## config.mk

```make
export PLATFORM = sky130hd
export DESIGN_NAME = btb_update_sched
export DESIGN_NICKNAME = d
export VERILOG_FILES = /design/src/rtl/btb_update_sched_pkg.sv /design/src/rtl/btb_update_sched_arb.sv /design/src/rtl/btb_update_sched.sv
export SDC_FILE = /design/constraint.sdc
export NUM_CORES = 1
export LEC_CHECK = 0
export ABC_AREA = 1
export BUFFER_PORTS_ARGS = -buffer_cell sky130_fd_sc_hd__buf_2
export CAP_MARGIN = 20
export CORE_AREA = 2 2 222 224
export DETAILED_ROUTE_END_ITERATION = 8
export DIE_AREA = 0 0 224 226
export GPL_TIMING_DRIVEN = 0
export PLACE_DENSITY = 0.81
export RECOVER_POWER = 50
export SYNTH_ARGS = -nofsm -noshare
export SYNTH_HDL_FRONTEND = slang
export SYNTH_HIERARCHICAL = 1
export SYNTH_SLANG_ARGS = --single-unit
```

## constraint.sdc

```tcl
create_clock -name clk_i -period 14 [get_ports clk_i]
set_clock_uncertainty 0.1 [all_clocks]
set_input_delay 3.5 -clock clk_i [delete_from_list [all_inputs] [get_ports clk_i]]
set_output_delay 3.5 -clock clk_i [all_outputs]
set_load 0.01 [all_outputs]
```

## src/rtl/btb_update_sched_pkg.sv

```systemverilog
// ============================================================================
// Module      : btb_update_sched_pkg
// Description : Shared types and constants for the BTB update scheduler.
// Revision    : 1.0 - initial release
// ============================================================================
`default_nettype none

package btb_update_sched_pkg;

    localparam int VLEN               = 64;
    localparam int BTB_ENTRIES        = 64;
    localparam int BTB_UPD_FIFO_DEPTH = 4;

    typedef struct packed {
        logic            valid;
        logic [VLEN-1:0] pc;
        logic [VLEN-1:0] target_address;
    } branchpredict_t;

endpackage

`default_nettype wire

```

## src/rtl/btb_update_sched_arb.sv

```systemverilog
// ============================================================================
// Module      : rr_arbiter
// Description : Round-robin arbiter with enable, one-hot grant, rotating pointer.
// Revision    : 1.0 - initial release
// ============================================================================
`default_nettype none

module rr_arbiter #(
    parameter  int NR_REQ = 2,
    localparam int PTR_W  = (NR_REQ > 1) ? $clog2(NR_REQ) : 1
) (
    input  logic              clk_i,
    input  logic              rst_i,
    input  logic              en_i,
    input  logic [NR_REQ-1:0] req_i,
    output logic [NR_REQ-1:0] gnt_o
);

    logic [PTR_W-1:0] r_ptr;
    logic [PTR_W-1:0] w_ptr_next;
    logic [PTR_W-1:0] w_idx;
    logic             w_found;

    // Search starts at the pointer; the pointer moves past the winner.
    always_comb begin
        gnt_o      = '0;
        w_ptr_next = r_ptr;
        w_idx      = '0;
        w_found    = 1'b0;
        if (en_i) begin
            for (int i = 0; i < NR_REQ; i++) begin
                w_idx = PTR_W'((int'(r_ptr) + i) % NR_REQ);
                if (!w_found && req_i[w_idx]) begin
                    w_found      = 1'b1;
                    gnt_o[w_idx] = 1'b1;
                    w_ptr_next   = PTR_W'((int'(w_idx) + 1) % NR_REQ);
                end
            end
        end
    end

    always_ff @(posedge clk_i) begin
        if (rst_i) begin
            r_ptr <= '0;
        end else begin
            r_ptr <= w_ptr_next;
        end
    end

endmodule

`default_nettype wire

```

## src/rtl/btb_update_sched.sv

```systemverilog
// ============================================================================
// Module      : btb_update_sched
// Description : Arbitrates BTB updates into a FIFO and sequences flush walks.
// Revision    : 1.0 - initial release
// ============================================================================
`default_nettype none

module btb_update_sched
    import btb_update_sched_pkg::*;
#(
    parameter  int NR_REQ     = 2,
    parameter  int FIFO_DEPTH = BTB_UPD_FIFO_DEPTH,
    parameter  int NR_ENTRIES = BTB_ENTRIES,
    localparam int PW         = $clog2(FIFO_DEPTH),
    localparam int IW         = $clog2(NR_ENTRIES)
) (
    input  logic              clk_i,
    input  logic              rst_i,
    input  logic [NR_REQ-1:0] req_valid_i,
    input  branchpredict_t    req_data_i [NR_REQ],
    output logic [NR_REQ-1:0] req_ready_o,
    input  logic              flush_bp_i,
    output logic              upd_valid_o,
    output branchpredict_t    upd_o,
    input  logic              upd_ready_i,
    output logic              inv_we_o,
    output logic [IW-1:0]     inv_idx_o,
    output logic              busy_o,
    output logic [PW:0]       occupancy_o
);

    localparam logic [0:0] ST_IDLE = 1'b0;
    localparam logic [0:0] ST_WALK = 1'b1;

    logic [0:0]      r_state;
    logic [0:0]      w_state_next;
    branchpredict_t  r_mem [FIFO_DEPTH];
    logic [PW-1:0]   r_wr_ptr;
    logic [PW-1:0]   r_rd_ptr;
    logic [PW:0]     r_count;
    logic [IW-1:0]   r_cnt;

    logic            w_idle;
    logic            w_full;
    logic            w_empty;
    logic            w_upd_valid;
    logic            w_pop;
    logic            w_push;
    logic            w_arb_en;
    logic [NR_REQ-1:0] w_gnt;
    branchpredict_t  w_sel_data;

    assign w_idle      = (r_state == ST_IDLE);
    assign w_full      = (r_count == (PW+1)'(FIFO_DEPTH));
    assign w_empty     = (r_count == '0);
    assign w_upd_valid = w_idle && !w_empty && !flush_bp_i;
    assign w_pop       = w_upd_valid && upd_ready_i;
    // A pop frees a slot in the same cycle, so a full FIFO can still accept.
    assign w_arb_en    = w_idle && !flush_bp_i && (!w_full || w_pop);

    rr_arbiter #(
        .NR_REQ (NR_REQ)
    ) i_arb (
        .clk_i (clk_i),
        .rst_i (rst_i),
        .en_i  (w_arb_en),
        .req_i (req_valid_i),
        .gnt_o (w_gnt)
    );

    always_comb begin
        w_sel_data = '0;
        for (int i = 0; i < NR_REQ; i++) begin
            if (w_gnt[i]) begin
                w_sel_data = req_data_i[i];
            end
        end
    end

    // Granted requests carrying an invalid payload are consumed but not queued.
    assign w_push = (|w_gnt) && w_sel_data.valid;

    always_ff @(posedge clk_i) begin
        if (rst_i) begin
            r_state <= ST_IDLE;
        end else begin
            r_state <= w_state_next;
        end
    end

    always_comb begin
        w_state_next = r_state;
        case (r_state)
            ST_IDLE: if (flush_bp_i) w_state_next = ST_WALK;
            ST_WALK: if (!flush_bp_i && r_cnt == IW'(NR_ENTRIES-1)) w_state_next = ST_IDLE;
            default: w_state_next = ST_IDLE;
        endcase
    end

    always_comb begin
        inv_we_o    = (r_state == ST_WALK);
        inv_idx_o   = inv_we_o ? r_cnt : '0;
        busy_o      = (r_state == ST_WALK);
        upd_valid_o = w_upd_valid;
        req_ready_o = w_gnt;
        upd_o       = r_mem[r_rd_ptr];
        occupancy_o = r_count;
    end

    always_ff @(posedge clk_i) begin
        if (rst_i || flush_bp_i) begin
            r_cnt <= '0;
        end else if (r_state == ST_WALK) begin
            r_cnt <= r_cnt + IW'(1);
        end
    end

    always_ff @(posedge clk_i) begin
        if (rst_i) begin
            r_wr_ptr <= '0;
            r_rd_ptr <= '0;
            r_count  <= '0;
            for (int i = 0; i < FIFO_DEPTH; i++) begin
                r_mem[i] <= '0;
            end
        end else if (flush_bp_i) begin
            r_wr_ptr <= '0;
            r_rd_ptr <= '0;
            r_count  <= '0;
        end else begin
            if (w_push) begin
                r_mem[r_wr_ptr] <= w_sel_data;
                r_wr_ptr        <= r_wr_ptr + PW'(1);
            end
            if (w_pop) begin
                r_rd_ptr <= r_rd_ptr + PW'(1);
            end
            case ({w_push, w_pop})
                2'b10:   r_count <= r_count + (PW+1)'(1);
                2'b01:   r_count <= r_count - (PW+1)'(1);
                default: r_count <= r_count;
            endcase
        end
    end

endmodule

`default_nettype wire
```

==> reports/qor.yml <==
status: "complete, but fails checks"
violations: "capacitance limit, slew limit"
syn_inst: 2512
die_y_um: 226
io_buffers: 406
drive_above_1_share_pct: 18.6
die_w_um: 224
start_kind: "input pin"
layout_common_cells: "665 x nor2_1, 516 x edfxtp_1, 467 x buf_2, 419 x nand2_1, 263 x o21ai_0"
drt_iter0_markers: 2371
cts.sinks: 533
tritoncts: "built"
drt-total-wl_um: 74600
synth_edf_count: 516
nets: 3252
max_stage_delay_ns: 2.14
num_rows: 81
cts_buffers: 54
ys.flop_type: "edfxtp_1"
finalCriticalPeriod_ns: 9.26
cts_hold_buffers: 0
cp.required_ns: 14.16
cp_num_buf_inv: 4
powerDensity_mw_per_mm2: 121
leakagePower_nw: 12.6
slew_headroom_pct: -93.5
dpl_worst_slack_ns: 5.66
syn_to_final_growth_pct: 19.7
max_freq_mhz: 108
critPathKind: "input pin to flop"
htree_levels: 2
netlist-cell-type-count: 25
place_congestion: 0.848
pin_count: 407
via_per_inst: 5.63
cts_resized: 0
ys_warn_count: 6
async_reset_ff_share_pct: 0
clockBufferDepth: 3
fillers: 3915
cp_cell_sequence: "clkbuf_1, nor2_1, nand3_1, a31oi_1, nand2_1, a21oi_1, nor2_2, nand2_1, nand2_1, clkbuf_1, nand2_1, nand2_1, nand2_1, clkinvlp_2, buf_16"
rsz0062_at_grt: "no"
setup_slack_ns: 4.74
routedWlPerCell_um: 20.4
route.detailed.drc: 0
crit_family: "buffers and inverters"
antenna_found_initial: 0
tightestPinTransition_ns: 2.89
crit_top_cell: "nand2_1"
yosys_register_bits: 533
vias: 20557
grt_max_degree: 80
cp_max_fo: 79
cts_root_buffer: "clkbuf_16"
max_cap_violations: 1
whs_ns: 0.408
worst_setup_path_end_kind: "flop"
clk_latency_ns: 0.60
grt_overflow: 0
cp_slowest_cell: "clkinvlp_2"
die_area_mm2: 0.0506
setup_violations: 0
clkTransAtPathRegs_ns: 0.06
dpl.hpwl_um: 49100
postCtsSetupRepairBufs: 0
grt_pass1_vias: 20087
grt_pass1_wl_um: 111000
hold_violations: 0
finalMaxSlewViolations: 51
ys_seq_area_share_pct: 64.9
crit_arrival_ns: 9.43
ant_nets: 0
synth_area_mm2: 0.0244
vdd_drop_max_uv: 95.3
avgSynthCellArea_um2: 9.71
grt_use_total_pct: 29.0
synth_nets: 2779
drt-pass1-iter-count: 6
initial_core_util_pct: 50.5
hp-class: "flop to flop"
core_area_mm2: 0.0483
post-route-period-util_pct: 66.2
layout_commonest_cell: "nor2_1"
==> logic make-up after synthesis <==
logic type,after synthesis,share of synthesized area (%)
AOI/OAI and AO/OA,407,9.06
DFF,533,64.9
buffers and inverters,343,6.00
adders and majority gates,3,0.185
and+or+nand+nor,1226,19.8
==> cell usage after synthesis (2+ instances only) <==
library cell,n,share of area (%)
o21ai_0,264,5.4
a21boi_0,3,0.092
buf_1,7,0.11
ha_1,2,0.10
edfxtp_1,516,64
clkbuf_1,78,1.2
nand2_1,420,6.5
inv_1,157,2.4
a21oi_1,9,0.18
nor3_1,4,0.082
nor2_2,2,0.051
nand3_2,10,0.41
nand3_1,122,2.5
o22ai_1,129,3.3
buf_2,90,1.8
buf_4,3,0.092
nor2_1,664,10
nand4_1,3,0.077
buf_6,7,0.32
dfxtp_1,17,1.4
==> worst paths after layout <==
check,start,end,slack (ns),depth (start not counted)
worst min register to register,r_rd_ptr[1],flop,0.41,2
worst max register to register,busy_o,r_mem[3][74],7.37,14
worst max-delay path,flush_bp_i,r_mem[3][74],4.74,15
worst min-delay path,r_rd_ptr[1],flop,0.41,2
==> final cells by class <==
cell class / instances / area (um^2) / share of cell area [%]
timing repair buffer: 417 / 2310 / 7.90
clock inverter: 31 / 304 / 1.04
tap: 622 / 778 / 2.67
antenna: 1 / 2.50 / 0.00857
clock buffer: 70 / 1520 / 5.20
inverter: 158 / 594 / 2.04
multi-input combinational: 1636 / 7060 / 24.2
sequential: 533 / 15800 / 54.3
buffer: 185 / 788 / 2.70
==> where the power goes <==
part | leakage, nW | switching [W] | internal, W | total (W)
logic | 6.21 | 0.000149 | 0.0000727 | 0.000222
clock network | 0.888 | 0.000619 | 0.000873 | 0.00149
registers | 5.49 | 0.0000161 | 0.00180 | 0.00182
==> sequential cells by signal, summed over array words and instances (netlist names), named ones only <==
register / flops
r_cnt: 6
i_arb/r_ptr: 1
r_rd_ptr: 2
busy_o: 1
r_mem: 516
r_wr_ptr: 2
occupancy_o: 3
==> per-layer routing <==
metal  up-vias  GRT usage [%]  part of all wire [%]
met3       169           4.97                   9.4
met1      9796           36.8                    38
met4         0           11.4                   3.4
li1       9441              -                     -
met5         -              0                     0
met2      1151           49.7                    49
==> stage by stage <==
step,power (W),TNS [ns],utilization [%],std cells,cell area [um^2]
after global routing,0.00361,0,60.4,3652,29200
after global placement,0.00207,-303.97,56.3,3540,27200
after detailed placement,0.00207,0,56.9,3551,27500
final,0.00353,0,60.4,3653,29200
after CTS,0.00353,0,60.7,3652,29300
after floorplan,0.00196,0,-,2512,24400
==> worst reg2reg max path: cells and delay by family, from the launching register on <==
kind	cells	cell delay [ns]
simple gates	9	1.34
buf+inv	3	3.80
flops	1	0.39
compound gates	2	0.61
(Power assumes the default switching activity.)
